==> src/rtl/xbus_sram_ctl.sv <==
// xbus_sram_ctl: 32-bit word requests from the xbus RAM decoder executed as two 16-bit async SRAM cycles
// Ports: clk/reset (async, active-high); sdram_* request side (addr, data_out, data_in, req, write,
// ready, done); sram_* pad side (a, d_in, d_out, d_oe, ce_n, oe_n, we_n, ub_n, lb_n).
// Optional XBUS_SRAM_RDCACHE_EN adds a one-word read cache.
module xbus_sram_ctl #(
  parameter int ADDR_BITS = 17,
  parameter int WAIT      = 2
) (
  input  logic                 clk,
  input  logic                 reset,
  input  logic [21:0]          sdram_addr,
  input  logic [31:0]          sdram_data_out,
  output logic [31:0]          sdram_data_in,
  input  logic                 sdram_req,
  input  logic                 sdram_write,
  output logic                 sdram_ready,
  output logic                 sdram_done,
  output logic [ADDR_BITS:0]   sram_a,
  input  logic [15:0]          sram_d_in,
  output logic [15:0]          sram_d_out,
  output logic                 sram_d_oe,
  output logic                 sram_ce_n,
  output logic                 sram_oe_n,
  output logic                 sram_we_n,
  output logic                 sram_ub_n,
  output logic                 sram_lb_n
);
  typedef enum logic [2:0] {IDLE, RD_LO, RD_HI, WR_LO, WR_HI, ACK} state_t;
  localparam int CW = $clog2(WAIT + 2);
  state_t                r_state, w_nxt;
  logic [CW-1:0]         r_cnt, w_cnt;
  logic [ADDR_BITS-1:0]  r_addr, w_addr;
  logic [31:0]           r_wdata, w_wdata, w_ack_data, r_data_in;
  logic [15:0]           r_lo, r_d_out;
  logic [ADDR_BITS:0]    r_sram_a;
  logic                  r_rd, r_ready, r_done, r_ce_n, r_oe_n, r_we_n, r_d_oe;
  logic                  w_go, w_oor, w_hit, w_last, w_rd_ph, w_wr_ph, w_hi_ph, w_any;
  assign w_go    = r_state == IDLE && (sdram_req || sdram_write);
  assign w_oor   = (sdram_addr >> ADDR_BITS) != 22'd0;
  assign w_addr  = w_go ? sdram_addr[ADDR_BITS-1:0] : r_addr;
  assign w_wdata = w_go ? sdram_data_out : r_wdata;
  assign w_last  = r_cnt == CW'((r_state == WR_LO || r_state == WR_HI) ? WAIT : WAIT - 1);
`ifdef XBUS_SRAM_RDCACHE_EN
  logic                  r_cv;
  logic [ADDR_BITS-1:0]  r_ctag;
  logic [31:0]           r_cdata;
  assign w_hit      = !sdram_write && !w_oor && r_cv && r_ctag == sdram_addr[ADDR_BITS-1:0];
  assign w_ack_data = w_hit ? r_cdata : 32'hffffffff;
  always_ff @(posedge clk or posedge reset) begin
    if (reset) begin
      r_cv    <= 1'b0;
      r_ctag  <= '0;
      r_cdata <= '0;
    end else if (w_go && sdram_write && !w_oor && r_ctag == sdram_addr[ADDR_BITS-1:0]) begin
      r_cv <= 1'b0;
    end else if (r_state == RD_HI && w_last) begin
      r_cv    <= 1'b1;
      r_ctag  <= r_addr;
      r_cdata <= {sram_d_in, r_lo};
    end
  end
`else
  assign w_hit      = 1'b0;
  assign w_ack_data = 32'hffffffff;
`endif
  always_comb begin
    w_nxt = r_state;
    unique case (r_state)
      IDLE:    if (sdram_req || sdram_write) w_nxt = (w_oor || w_hit) ? ACK : sdram_write ? WR_LO : RD_LO;
      RD_LO:   if (w_last) w_nxt = RD_HI;
      RD_HI:   if (w_last) w_nxt = ACK;
      WR_LO:   if (w_last) w_nxt = WR_HI;
      WR_HI:   if (w_last) w_nxt = ACK;
      ACK:     if (!(sdram_req || sdram_write)) w_nxt = IDLE;
      default: w_nxt = IDLE;
    endcase
  end
  // Pin outputs are registered from the next state so strobes align with the phase they belong to.
  assign w_cnt   = (w_nxt != r_state) ? '0 : r_cnt + 1'b1;
  assign w_rd_ph = w_nxt == RD_LO || w_nxt == RD_HI;
  assign w_wr_ph = w_nxt == WR_LO || w_nxt == WR_HI;
  assign w_hi_ph = w_nxt == RD_HI || w_nxt == WR_HI;
  assign w_any   = w_rd_ph || w_wr_ph;
  always_ff @(posedge clk or posedge reset) begin
    if (reset) begin
      r_state   <= IDLE;
      r_cnt     <= '0;
      r_addr    <= '0;
      r_wdata   <= '0;
      r_rd      <= 1'b0;
      r_lo      <= '0;
      r_data_in <= '0;
      r_sram_a  <= '0;
      r_d_out   <= '0;
      r_d_oe    <= 1'b0;
      r_ce_n    <= 1'b1;
      r_oe_n    <= 1'b1;
      r_we_n    <= 1'b1;
      r_ready   <= 1'b0;
      r_done    <= 1'b0;
    end else begin
      r_state <= w_nxt;
      r_cnt   <= w_cnt;
      if (w_go) begin
        r_addr  <= w_addr;
        r_wdata <= sdram_data_out;
        r_rd    <= !sdram_write;
      end
      r_ce_n <= !w_any;
      r_oe_n <= !w_rd_ph;
      // The final write cycle keeps data driven with we_n high for hold time.
      r_we_n <= !(w_wr_ph && w_cnt < CW'(WAIT));
      r_d_oe <= w_wr_ph;
      if (w_any) r_sram_a <= {w_addr, w_hi_ph};
      if (w_wr_ph) r_d_out <= w_hi_ph ? w_wdata[31:16] : w_wdata[15:0];
      if (r_state == RD_LO && w_last) r_lo <= sram_d_in;
      if (r_state == RD_HI && w_last) r_data_in <= {sram_d_in, r_lo};
      else if (w_go && !sdram_write && (w_oor || w_hit)) r_data_in <= w_ack_data;
      // Short-path acks enter ACK on E0, so the ACK state raises ready/done one edge later.
      r_ready <= (r_state == RD_HI && w_last) || (r_state == ACK && r_rd && (sdram_req || sdram_write));
      r_done  <= (r_state == WR_HI && w_last) || (r_state == ACK && !r_rd && (sdram_req || sdram_write));
    end
  end
  assign sdram_data_in = r_data_in;
  assign sdram_ready   = r_ready;
  assign sdram_done    = r_done;
  assign sram_a        = r_sram_a;
  assign sram_d_out    = r_d_out;
  assign sram_d_oe     = r_d_oe;
  assign sram_ce_n     = r_ce_n;
  assign sram_oe_n     = r_oe_n;
  assign sram_we_n     = r_we_n;
  assign sram_ub_n     = r_ce_n;
  assign sram_lb_n     = r_ce_n;
endmodule

==> config.mk <==
export PLATFORM = sky130hd
export DESIGN_NAME = xbus_sram_ctl
export DESIGN_NICKNAME = d
export VERILOG_FILES = /design/src/rtl/xbus_sram_ctl.sv
export SDC_FILE = /design/constraint.sdc
export NUM_CORES = 1
export LEC_CHECK = 0
export CAP_MARGIN = 15
export CORE_MARGIN = 1.5
export CORE_UTILIZATION = 55
export DETAILED_ROUTE_END_ITERATION = 6
export MAX_ROUTING_LAYER = met4
export PLACE_DENSITY = 0.86
export REMOVE_ABC_BUFFERS = 1
export SYNTH_ARGS = -nofsm -noshare
export SYNTH_HDL_FRONTEND = slang
export SYNTH_SLANG_ARGS = --single-unit
==> constraint.sdc <==
create_clock -name clk -period 11.02 [get_ports clk]
set_input_delay 2.204 -clock clk [delete_from_list [all_inputs] [get_ports clk]]
set_output_delay 2.204 -clock clk [all_outputs]
set_load 0.03 [all_outputs]
==> Word level (Yosys, flattened, before mapping) <==
Cells that the tools add are included.
{ "classes": {"add_sub_neg": 1, "n_lt_le_gt_ge": 1, "n_eq_ne": 11, "muxes": 15, "reduce_logical": 28} }
{ "ops": {"columns": ["cell", "n"], "rows": [
  ["$mux W32", 3],
  ["$reduce_bool A22 Y1", 1],
  ["$mux W3", 6],
  ["$mux W17", 1],
  ["$mux W16", 1],
  ["$pmux W3 S5", 1],
  ["$eq A3 B2 Y1 const B", 4],
  ["$logic_and A1 B1 Y1", 11],
  ["$eq A3 B3 Y1 const B", 3],
  ["$logic_or A1 B1 Y1", 8],
  ["$eq A3 B1 Y1 const B", 2],
  ["$mux W2", 3],
  ["$logic_not A1 Y1", 5],
  ["$logic_not A3 Y1", 1],
  ["$ne A3 B3 Y1", 1],
  ["$add A2 B1 Y2 const B", 1],
  ["$eq A2 B2 Y1", 1],
  ["$lt A2 B2 Y1 const B", 1],
  ["$reduce_bool A2 Y1", 1],
  ["$reduce_or A2 Y1", 1]
]} }
{ "totals": {"register_bits": 143, "in_bits": 74, "output_inout_bits": 74, "elab_cells": 71} }

==> Logic depth before layout (Yosys ltp) <==
Gate-level depths: netlist of the first run.
{ "depth": {"word_depth": 11, "depth_mapped": 10, "depth_no_buf": 6} }

==> Worst setup path before layout of the first run <==
No wires, ideal clock.
{ "synth_timing": {"path_type": "input to register", "start": "input port sdram_addr[17]", "end": "register r_d_out[3] (netlist: sram_d_out[3])", "setup_ns": 0.095, "arrival_ns": 3.861, "slack_ns": 7.063, "cell_stages": 9, "path_buffers": 3, "cell_sequence": "or4_1 or3_1 and3_1 buf_6 clkinv_4 buf_8 buf_12 o211ai_2 o31ai_1"} }
{ "synth_via": {"elab_chain_cells": 7} }
{ "synth_rtl": {"columns": ["element", "line", "text"], "rows": [
  ["start, declared", "11", "input logic [21:0] sdram_addr,"],
  ["$reduce_bool A22 Y1 *", "39", "assign w_oor = (sdram_addr >> ADDR_BITS) != 22'd0;"],
  ["$mux W3 * (2 in a row)", "69", "IDLE: if (sdram_req || sdram_write) w_nxt = (w_oor || w_hit) ? ACK : sdram_write ? WR_LO : RD_LO;"],
  ["$pmux W3 S5 *", "68", "unique case (r_state)"],
  ["via w_nxt[1]", "30", "state_t r_state, w_nxt;"],
  ["$eq A3 B2 Y1 or $eq A3 B3 Y1 (tied branches)", "82, 81", null],
  ["$logic_or A1 B1 Y1", "82", "assign w_hi_ph = w_nxt == RD_HI || w_nxt == WR_HI;"],
  ["$mux W16", "115", "if (w_wr_ph) r_d_out <= w_hi_ph ? w_wdata[31:16] : w_wdata[15:0];"],
  ["end signal, assigned", "115", null],
  ["end, declared", "34", "logic [15:0] r_lo, r_d_out;"]
]} }
The timed path passes the listed nets; every way through them passes the cells marked *.
A chain may end at the register's enable or synchronous reset.

==> Worst setup path in the final report of the first run <==
{ "layout_timing": {"start": "input port sdram_addr[17]", "end": "register r_sram_a[1] (netlist: sram_a[1])"} }
{ "layout_via": {"elab_chain_cells": 7} }
{ "layout_rtl": {"columns": ["element", "line", "text"], "rows": [
  ["$reduce_bool A22 Y1 *", "39", null],
  ["$mux W3 * (2 in a row)", "69", null],
  ["$pmux W3 S5 *", "68", null],
  ["$eq A3 B1 Y1 (tied with other cells)", "80", "assign w_rd_ph = w_nxt == RD_LO || w_nxt == RD_HI;"],
  ["$logic_or A1 B1 Y1, on equally long branches", "80, 81", null],
  ["$logic_or A1 B1 Y1 *", "83", "assign w_any = w_rd_ph || w_wr_ph;"],
  ["end signal, assigned", "114", "if (w_any) r_sram_a <= {w_addr, w_hi_ph};"],
  ["end, declared", "35", "logic [ADDR_BITS:0] r_sram_a;"]
]} }
Every way passes the cells marked *; elsewhere a longest branch is shown, timed or not.

==> impl_metrics.toml, run 1 <==
[floorplan]
floorplan.die_area_mm2 = 0.0126
die_y_um = 112
rows = 39
die_width_um = 112
design.portCount = 148
core_mm2 = 0.0116
initial_core_util_pct = 56.9

[clock_tree]
clock_path_buffers = 2
numClockSinks = 143
clock_latency_ns = 0.41
tritoncts = "built"
cts_hold_buffers = 0
cts.htree.levels = 4
cell_chosen_for_the_clock_root = "sky130_fd_sc_hd__clkbuf_16"
clk_pin_slew_worst_paths_ns = 0.06
post_cts_resize_count = 0
tritoncts.num_buffers = 17
cts_post_setup_buffers_inserted = 0

[timing]
max-slew-margin-rel_pct = 23.7
slew_viol_final = 0
maxClockFrequency_mhz = 189
finClkSkew_ns = 0.00762
final.setup.tns_ns = 0
hold_ws_ns = 0.488
final_min_period_over_clock_period_pct = 48.0
worstMarginPinSlew_ns = 1.14
timing.final.ws_setup_ns = 5.74
unrepaired_setup_endpoints_after_global_routing = "false"
hold_viol_final = 0
finalSetupViolCount = 0
final_period_minus_worst_setup_slack_ns = 5.28

[global_routing]
global_route_met1_utilization_pct = 34.9
first_global_vias = 5324
grt_remaining_overflow = 0
grt.met3_usage_pct = 5.56
grt_pass1_wl_um = 26500
number_of_antenna_violations_at_the_first_check_in_global_routing = 0
globalRoute.busiestLayer = "met2"
track_usage_pct = 26.9
grt_max_degree = 83
gr-usage-met2_pct = 42.9

[placed_design]
finalWeightedCongestion = 0.836
detailedPlace.worstSlack_ns = 5.41
dpl_cell_area_mm2 = 0.00800
io_buffer_count = 147
dp.final_hpwl_um = 9920

[critical_path]
slowest_delay_ns = 0.92
worst-r2r-setup-slack_ns = 7.16
path_max_fanout = 53
path_delay_family = "simple AND/OR/NAND/NOR gates"
critPathKind = "primary input to flip-flop"
crit_path_top_delay_cell = "sky130_fd_sc_hd__and3_2"
cp-end-kind = "flip-flop"
critical_path.reg2reg.startpoint = "r_state[2]$_DFF_PP0_"
r2r_cells = 6
startpoint_type = "primary input"
critPathArrivalTime_ns = 5.56
worst-path-stages = 7
cpMostUsedCell = "sky130_fd_sc_hd__o211ai_1"
critical_path_data_required_time_ns = 11.30
critPathBufInv = 2
worstPathCellList = "clkdlybuf4s50_1, or4_1, o211ai_1, and3_2, inv_2, o211ai_1, nand4_1"
timing.rr.end = "sram_a[1]$_DFFE_PP0P_"

[yosys]
synth_cell_type_count = 49
yosysTopAreaCellShare_pct = 53.3
netlist_area_mm2 = 0.00658
fraction_of_the_yosys_area_taken_by_sequential_cells_pct = 54.5
synthCells = 552
synthesis.area_per_instance_um2 = 11.9
fraction_of_registers_with_async_set_or_reset_after_synthesis_pct = 100
number_of_flops_mapped_to_enable_cells_by_yosys = 0
synth_top_area_cells = "sky130_fd_sc_hd__dfrtp_1 53%, sky130_fd_sc_hd__mux2_2 11%, sky130_fd_sc_hd__o211ai_1 5.0%"
yosys_warnings = 0
flip_flop_cell_with_the_highest_count_after_synthesis = "sky130_fd_sc_hd__dfrtp_1"
synthDominantAreaCellType = "sky130_fd_sc_hd__dfrtp_1"
synth_seq_cells = 143

[route]
drt-wirelength-per-cell_um = 19.7
route.antenna.remaining_nets = 0
vias_per_cell = 6.32
drc = 13
detail_route.wirelength_um = 16200
dr_total_vias = 5203
dr.first_iter.drc_count = 500
length_of_the_first_detailed_routing_pass_in_iterations = 7

[finish]
final_design_area_no_fill_mm2 = 0.00869
synthToLayoutAreaGrowth_pct = 32.1
final.fill_count = 748
mostFrequentLayoutCells = "147 x sky130_fd_sc_hd__clkdlybuf4s50_1, 140 x sky130_fd_sc_hd__dfrtp_1, 65 x sky130_fd_sc_hd__mux2_2, 49 x sky130_fd_sc_hd__nand4_1, 44 x sky130_fd_sc_hd__o211ai_1"
layout_commonest_cell = "sky130_fd_sc_hd__clkdlybuf4s50_1"
layout.nets = 741
post_route_cells_drive_above_1_share_pct = 19.0
n_antenna_cell = 0

[hold_path]
hold_path_depth = 1
hp-class = "flip-flop to flip-flop"
hold_path_startpoint = "sdram_data_in[8]$_DFFE_PP0P_"
worst_hold_path.endpoint = "sdram_data_in[8]$_DFFE_PP0P_"

[pwr]
ir_worst_vdd_mv = 0.202
leakage_nw = 3.35
powerDensity_mw_per_mm2 = 366

[status]
violations = "design-rule violations"
run_status = "finished, violations left"

[flow_run]
max_cap_viol_count = 0
-- layer usage --
layer	share of wire [%]	vias to the layer above
li1	-	2348
met5	0	-
met3	7.2	23
met4	1.4	0
met1	42	2590
met2	50	242
-- final cells by class --
cell class	count	area [µm²]	share of cell area [%]
multi-input cells	327	2630	30.2
repair buffers	155	1540	17.8
inverters	23	96.3	1.11
clock buffers	19	453	5.21
well taps	143	179	2.06
flip-flops and latches	143	3580	41.2
clock inverters	13	209	2.41
-- sequential cells by signal, indices dropped and copies added, names as in the netlist --
name and cells:
r_rd 1, r_lo 16, sdram_data_in 32, sdram_done 1, sram_we_n 1, r_addr 17
sram_oe_n 1, r_wdata 32, sram_a 18, sdram_ready 1, r_state 3, sram_ce_n 1
sram_d_out 16, sram_d_oe 1, r_cnt 2
-- synth_stat cells (all sizes together), types with 2 or more instances --
| cell | n |
|---|---|
| dfrtp | 140 |
| mux2 | 65 |
| o211ai | 53 |
| nand4 | 49 |
| buf | 36 |
| o22a | 33 |
| clkbuf | 23 |
| inv | 22 |
| a21oi | 21 |
| o31ai | 20 |
| nor3 | 17 |
| o221ai | 16 |
| nor2 | 9 |
| nand2 | 6 |
| o21ai | 5 |
| nand3 | 4 |
| dfstp | 3 |
| nand2b | 3 |
| and3 | 2 |
| nor2b | 2 |
| nor3b | 2 |
| or4 | 2 |
| or4b | 2 |
-- through the flow --
stage,util (%),total power [mW],instances
2_1_floorplan,-,1.97,493
3_3_place_gp,69.2,2.44,789
5_1_grt,75.1,3.36,823
4_1_cts,74.9,3.18,821
6_report,75.1,3.18,823
3_5_place_dp,69.2,2.52,789
-- how the worst max path moves through the flow --
stage / from / end / slack [ns]
final: sdram_addr[17] / sram_a[1]$_DFFE_PP0P_ / 5.74
after global routing: sdram_write / sram_a[1]$_DFFE_PP0P_ / 5.58
after CTS: sdram_addr[17] / sram_d_out[14]$_DFFE_PP0P_ / 5.80
after detailed placement: sdram_addr[17] / sram_a[1]$_DFFE_PP0P_ / 5.41
after global placement: sdram_addr[17] / sram_d_out[10]$_DFFE_PP0P_ / 5.60
after floorplan: sdram_req / sram_d_out[0]$_DFFE_PP0P_ / 4.48
-- kinds of logic (layout without fill, tap and decap cells) --
| group | after synthesis | after routing | synth area share, % |
|---|---|---|---|
| compound gates | 158 | 158 | 19.0 |
| flops | 143 | 143 | 54.5 |
| simple gates | 103 | 103 | 9.23 |
| buf+inv | 82 | 210 | 6.09 |
| mux | 65 | 65 | 11.1 |
| xor+xnor | 1 | 1 | 0.133 |
-- report_power, final --
group | switching (mW) | internal (mW) | total (mW)
sequential | 0.172 | 0.793 | 0.965
clock | 0.220 | 0.415 | 0.635
combinational | 0.955 | 0.626 | 1.58
No activity file was read; power rests on OpenSTA's default activity.
==> run 2, diff against run 1 <==
Settings changed: CORE_UTILIZATION 55 to 46, PLACE_DENSITY 0.86 to 0.77.
Clock period 11.02 ns to 4.8 ns, I/O delays scaled along.
==> impl_metrics.toml, run 2 (synthesis results as in run 1) <==
[clock_tree]
clock_latency_ns = 0.42
tritoncts = "built"
cts.htree.levels = 4
post_cts_resize_count = 0
tritoncts.num_buffers = 17
cts_post_setup_buffers_inserted = 0
numClockSinks = 143
clock_path_buffers = 2
cell_chosen_for_the_clock_root = "sky130_fd_sc_hd__clkbuf_16"
clk_pin_slew_worst_paths_ns = 0.06
cts_hold_buffers = 0

[pwr]
powerDensity_mw_per_mm2 = 818
leakage_nw = 3.31
ir_worst_vdd_mv = 0.495

[timing]
finClkSkew_ns = 0.00810
final_period_minus_worst_setup_slack_ns = 3.33
hold_ws_ns = 0.485
slew_viol_final = 0
finalSetupViolCount = 0
worstMarginPinSlew_ns = 1.12
unrepaired_setup_endpoints_after_global_routing = "false"
max-slew-margin-rel_pct = 25.1
hold_viol_final = 0
maxClockFrequency_mhz = 301
final_min_period_over_clock_period_pct = 69.3

[finish]
layout.nets = 741
final.fill_count = 1098
post_route_cells_drive_above_1_share_pct = 18.4
mostFrequentLayoutCells = "147 x sky130_fd_sc_hd__clkdlybuf4s50_1, 140 x sky130_fd_sc_hd__dfrtp_1, 65 x sky130_fd_sc_hd__mux2_2, 49 x sky130_fd_sc_hd__nand4_1, 44 x sky130_fd_sc_hd__o211ai_1"
layout_commonest_cell = "sky130_fd_sc_hd__clkdlybuf4s50_1"
postLayoutCoreUtil_pct = 61.9
synthToLayoutAreaGrowth_pct = 31.2
n_antenna_cell = 0
area_used_by_multi_input_combinational_logic_mm2 = 0.00263
regArea_mm2 = 0.00358

[placed_design]
dp.final_hpwl_um = 9840
io_buffer_count = 147
finalWeightedCongestion = 0.839

[critical_path]
critical_path.reg2reg.startpoint = "r_state[2]$_DFF_PP0_"
endpoint = "sram_d_out[9]$_DFFE_PP0P_"
timing.rr.end = "sram_d_out[9]$_DFFE_PP0P_"
critPathKind = "primary input to flip-flop"
r2r_cells = 7
critical_path.startpoint = "sdram_write"
cp-end-kind = "flip-flop"
path_max_fanout = 69
worst-r2r-setup-slack_ns = 1.67
critPathArrivalTime_ns = 3.65
critical_path_data_required_time_ns = 5.12
startpoint_type = "primary input"

[global_routing]
grt_remaining_overflow = 0
grt_pass1_wl_um = 25800
number_of_antenna_violations_at_the_first_check_in_global_routing = 0
track_usage_pct = 22.7
first_global_vias = 5042
grt_max_degree = 111

[floorplan]
core_mm2 = 0.0139
floorplan.die_area_mm2 = 0.0150
design.portCount = 148
initial_core_util_pct = 47.2
die_y_um = 123
rows = 43
die_width_um = 123

[route]
drt-wirelength-per-cell_um = 18.4
length_of_the_first_detailed_routing_pass_in_iterations = 5
route.antenna.remaining_nets = 0
detail_route.wirelength_um = 15800
dr.first_iter.drc_count = 412
vias_per_cell = 6.03
drc = 0
dr_total_vias = 5182

[flow_run]
max_cap_viol_count = 0

[status]
run_status = "completed"

[hold_path]
hp-class = "flip-flop to flip-flop"
-- run 2: worst min-delay path by stage --
stage               slack [ns]                     startpoint  cells past startpoint                             to
floorplan                 0.47               r_rd$_DFFE_PP0P_                      2               r_rd$_DFFE_PP0P_
detailed placement        0.48  sdram_data_in[16]$_DFFE_PP0P_                      1  sdram_data_in[16]$_DFFE_PP0P_
CTS                       0.49  sdram_data_in[16]$_DFFE_PP0P_                      1  sdram_data_in[16]$_DFFE_PP0P_
global route              0.50  sdram_data_in[27]$_DFFE_PP0P_                      1  sdram_data_in[27]$_DFFE_PP0P_
finish                    0.48  sdram_data_in[16]$_DFFE_PP0P_                      1  sdram_data_in[16]$_DFFE_PP0P_
global placement          0.47  sdram_data_in[28]$_DFFE_PP0P_                      1  sdram_data_in[28]$_DFFE_PP0P_
-- run 2: final cells by class --
cell class | count | share of cell area (%)
Clock buffer | 22 | 5.26
Timing Repair Buffer | 155 | 17.7
Sequential cell | 143 | 41.5
Multi-Input combinational cell | 327 | 30.4
Clock inverter | 10 | 1.35
Tap cell | 180 | 2.61
Inverter | 23 | 1.12
-- run 2: metrics by stage --
stage                     cells  TNS, ns  area, µm²  total power [mW]  setup slack [ns]
after floorplan             493   -24.29       6270              4.53            -0.498
after global placement      828        0       8060              5.63              1.23
after detailed placement    828        0       8060              5.82              1.07
after CTS                   860        0       8630              7.11              1.51
after global routing        860        0       8630              7.50              1.32
final                       860        0       8630              7.06              1.47
-- run 2: routing by layer --
| metal | vias to the layer above | routed length (µm) | track usage [%] |
|---|---|---|---|
| met5 | - | 0 | - |
| met1 | 2619 | 6980 | 30.0 |
| met4 | 0 | 178 | 8.65 |
| li1 | 2344 | - | - |
| met2 | 202 | 7550 | 34.5 |
| met3 | 17 | 1130 | 4.88 |
-- run 2: where the power goes --
| part | internal (mW) | total (mW) | switching (mW) |
|---|---|---|---|
| Clock | 0.777 | 1.26 | 0.483 |
| Combinational | 1.44 | 3.59 | 2.15 |
| Sequential | 1.82 | 2.21 | 0.390 |
| Total | 4.04 | 7.06 | 3.02 |
-- run 2: critical path, cell delays in order --
cell,delay [ns]
sky130_fd_sc_hd__clkdlybuf4s50_1,0.64
sky130_fd_sc_hd__or4b_1,0.46
sky130_fd_sc_hd__or3_1,0.36
sky130_fd_sc_hd__and3_1,0.20
sky130_fd_sc_hd__buf_4,0.25
sky130_fd_sc_hd__clkinv_4,0.41
sky130_fd_sc_hd__o211ai_1,0.20
sky130_fd_sc_hd__o31ai_1,0.11
==> run 3, diff against run 2 <==
Settings changed: CORE_UTILIZATION 46 to 51, PLACE_DENSITY 0.77 to 0.81.
Clock period 4.8 ns to 3.16 ns, I/O delays scaled along.
==> impl_metrics.toml, run 3 (synthesis results as in run 1) <==
[route]
route.antenna.remaining_nets = 0
dr_total_vias = 5255
dr.first_iter.drc_count = 415
vias_per_cell = 6.08
detail_route.wirelength_um = 16500
drc = 0
drt-wirelength-per-cell_um = 19.1
length_of_the_first_detailed_routing_pass_in_iterations = 5

[critical_path]
critPathKind = "primary input to flip-flop"
critical_path_data_required_time_ns = 3.43
cp-end-kind = "flip-flop"
worst-r2r-setup-slack_ns = 0.54
critPathArrivalTime_ns = 2.89
timing.rr.end = "sram_d_out[6]$_DFFE_PP0P_"
critical_path.reg2reg.startpoint = "r_state[0]$_DFF_PP0_"
startpoint_type = "primary input"
path_max_fanout = 36
r2r_cells = 6

[floorplan]
die_width_um = 117
design.portCount = 148
die_y_um = 117
core_mm2 = 0.0126
rows = 41
floorplan.die_area_mm2 = 0.0136
initial_core_util_pct = 52.1

[clock_tree]
clock_latency_ns = 0.41
numClockSinks = 143
tritoncts = "built"
cts.htree.levels = 4
clk_pin_slew_worst_paths_ns = 0.05
cts_post_setup_buffers_inserted = 0
clock_path_buffers = 2
cts_hold_buffers = 0
tritoncts.num_buffers = 17
cell_chosen_for_the_clock_root = "sky130_fd_sc_hd__clkbuf_16"
post_cts_resize_count = 0

[timing]
final_period_minus_worst_setup_slack_ns = 2.62
final_min_period_over_clock_period_pct = 83.0
hold_viol_final = 0
unrepaired_setup_endpoints_after_global_routing = "false"
hold_ws_ns = 0.486
finalSetupViolCount = 0
maxClockFrequency_mhz = 381
finClkSkew_ns = 0.00727
slew_viol_final = 0
worstMarginPinSlew_ns = 0.962
max-slew-margin-rel_pct = 35.8
final.setup.tns_ns = 0

[flow_run]
max_cap_viol_count = 0

[hold_path]
hold_path_startpoint = "sdram_data_in[18]$_DFFE_PP0P_"
hp-class = "flip-flop to flip-flop"
hold_path_depth = 1
worst_hold_path.endpoint = "sdram_data_in[18]$_DFFE_PP0P_"

[finish]
layout.nets = 754
postLayoutCoreUtil_pct = 69.9
synthToLayoutAreaGrowth_pct = 34.1
post_route_cells_drive_above_1_share_pct = 20.3
n_antenna_cell = 0
layout_commonest_cell = "sky130_fd_sc_hd__clkdlybuf4s50_1"
instances_no_fill = 865
mostFrequentLayoutCells = "147 x sky130_fd_sc_hd__clkdlybuf4s50_1, 140 x sky130_fd_sc_hd__dfrtp_1, 65 x sky130_fd_sc_hd__mux2_2, 49 x sky130_fd_sc_hd__nand4_1, 44 x sky130_fd_sc_hd__o211ai_1"

[pwr]
power.switching_fraction_pct = 42.7
share_clk_of_total_power_pct = 17.1
seq_power_share_pct = 29.9
power_report.internal_total_mw = 6.34
net-switching-power_mw = 4.72
powerDensity_mw_per_mm2 = 1250
ir_worst_vdd_mv = 0.937
leakage_nw = 3.41
power_frac_comb_pct = 53.0

[global_routing]
grt_remaining_overflow = 0
grt_pass1_wl_um = 26600
first_global_vias = 5360
number_of_antenna_violations_at_the_first_check_in_global_routing = 0
grt_max_degree = 70
track_usage_pct = 26.2

[placed_design]
io_buffer_count = 147
finalWeightedCongestion = 0.796
placedCellCount = 833
dp.final_hpwl_um = 10800

[status]
run_status = "completed"
run 3: cell count changes in the layout (fill, tap and decap cells not counted), sizes merged:
cell,change
buf,+13
bufinv,-1
clkinvlp,+1
run 3: critical path: stages:
cell	delay, ns
sky130_fd_sc_hd__clkdlybuf4s50_1	0.43
sky130_fd_sc_hd__or4_1	0.61
sky130_fd_sc_hd__or3_1	0.39
sky130_fd_sc_hd__and3_1	0.25
sky130_fd_sc_hd__buf_4	0.27
sky130_fd_sc_hd__nand4_1	0.16
sky130_fd_sc_hd__nand4_1	0.12
run 3: cell type report:
type | instances | area, µm²
tap | 172 | 215
clock buffer | 22 | 484
sequential | 143 | 3580
fill | 930 | 3800
clock inverter | 10 | 86.3
inverter | 23 | 96.3
timing repair buffer | 168 | 1730
multi-input combinational | 327 | 2630
run 3: how the worst max path moves through the flow:
| stage | startpoint | end | slack, ns | cells after the start |
|---|---|---|---|---|
| after floorplan | r_state[2]$_DFF_PP0_ | sram_d_out[0]$_DFFE_PP0P_ | -1.84 | 4 |
| after global placement | sdram_addr[17] | sram_a[0]$_DFFE_PP0P_ | 0.17 | 7 |
| after detailed placement | sdram_addr[17] | sram_a[0]$_DFFE_PP0P_ | 0.13 | 7 |
| after CTS | r_state[0]$_DFF_PP0_ | sram_d_out[6]$_DFFE_PP0P_ | 0.56 | 6 |
| after global routing | r_state[0]$_DFF_PP0_ | sram_d_out[9]$_DFFE_PP0P_ | 0.34 | 6 |
| final | sdram_addr[17] | sram_a[9]$_DFFE_PP0P_ | 0.54 | 7 |
run 3: power by group through the flow:
stage / registers [mW] / logic (mW) / clock network, mW
2_1_floorplan: 4.05 / 2.83 / 0
3_3_place_gp: 3.26 / 5.58 / 0
3_5_place_dp: 3.32 / 5.81 / 0
4_1_cts: 3.30 / 5.85 / 1.93
5_1_grt: 3.41 / 6.31 / 2.02
6_report: 3.31 / 5.87 / 1.89
run 3: stage by stage:
stage / total power [mW] / setup slack [ns] / area (µm²)
2_1_floorplan: 6.89 / -1.84 / 6270
3_3_place_gp: 8.84 / 0.169 / 8250
3_5_place_dp: 9.13 / 0.132 / 8250
4_1_cts: 11.1 / 0.556 / 8820
5_1_grt: 11.7 / 0.339 / 8820
6_report: 11.1 / 0.538 / 8820
run 3: layer usage:
layer / global-route usage [%] / share of wire (%) / wire length [µm]
met4: 9.08 / 1.7 / 272
met3: 6.23 / 6.9 / 1140
met2: 41.3 / 48 / 7910
met1: 33.7 / 43 / 7150
met5: - / 0 / 0
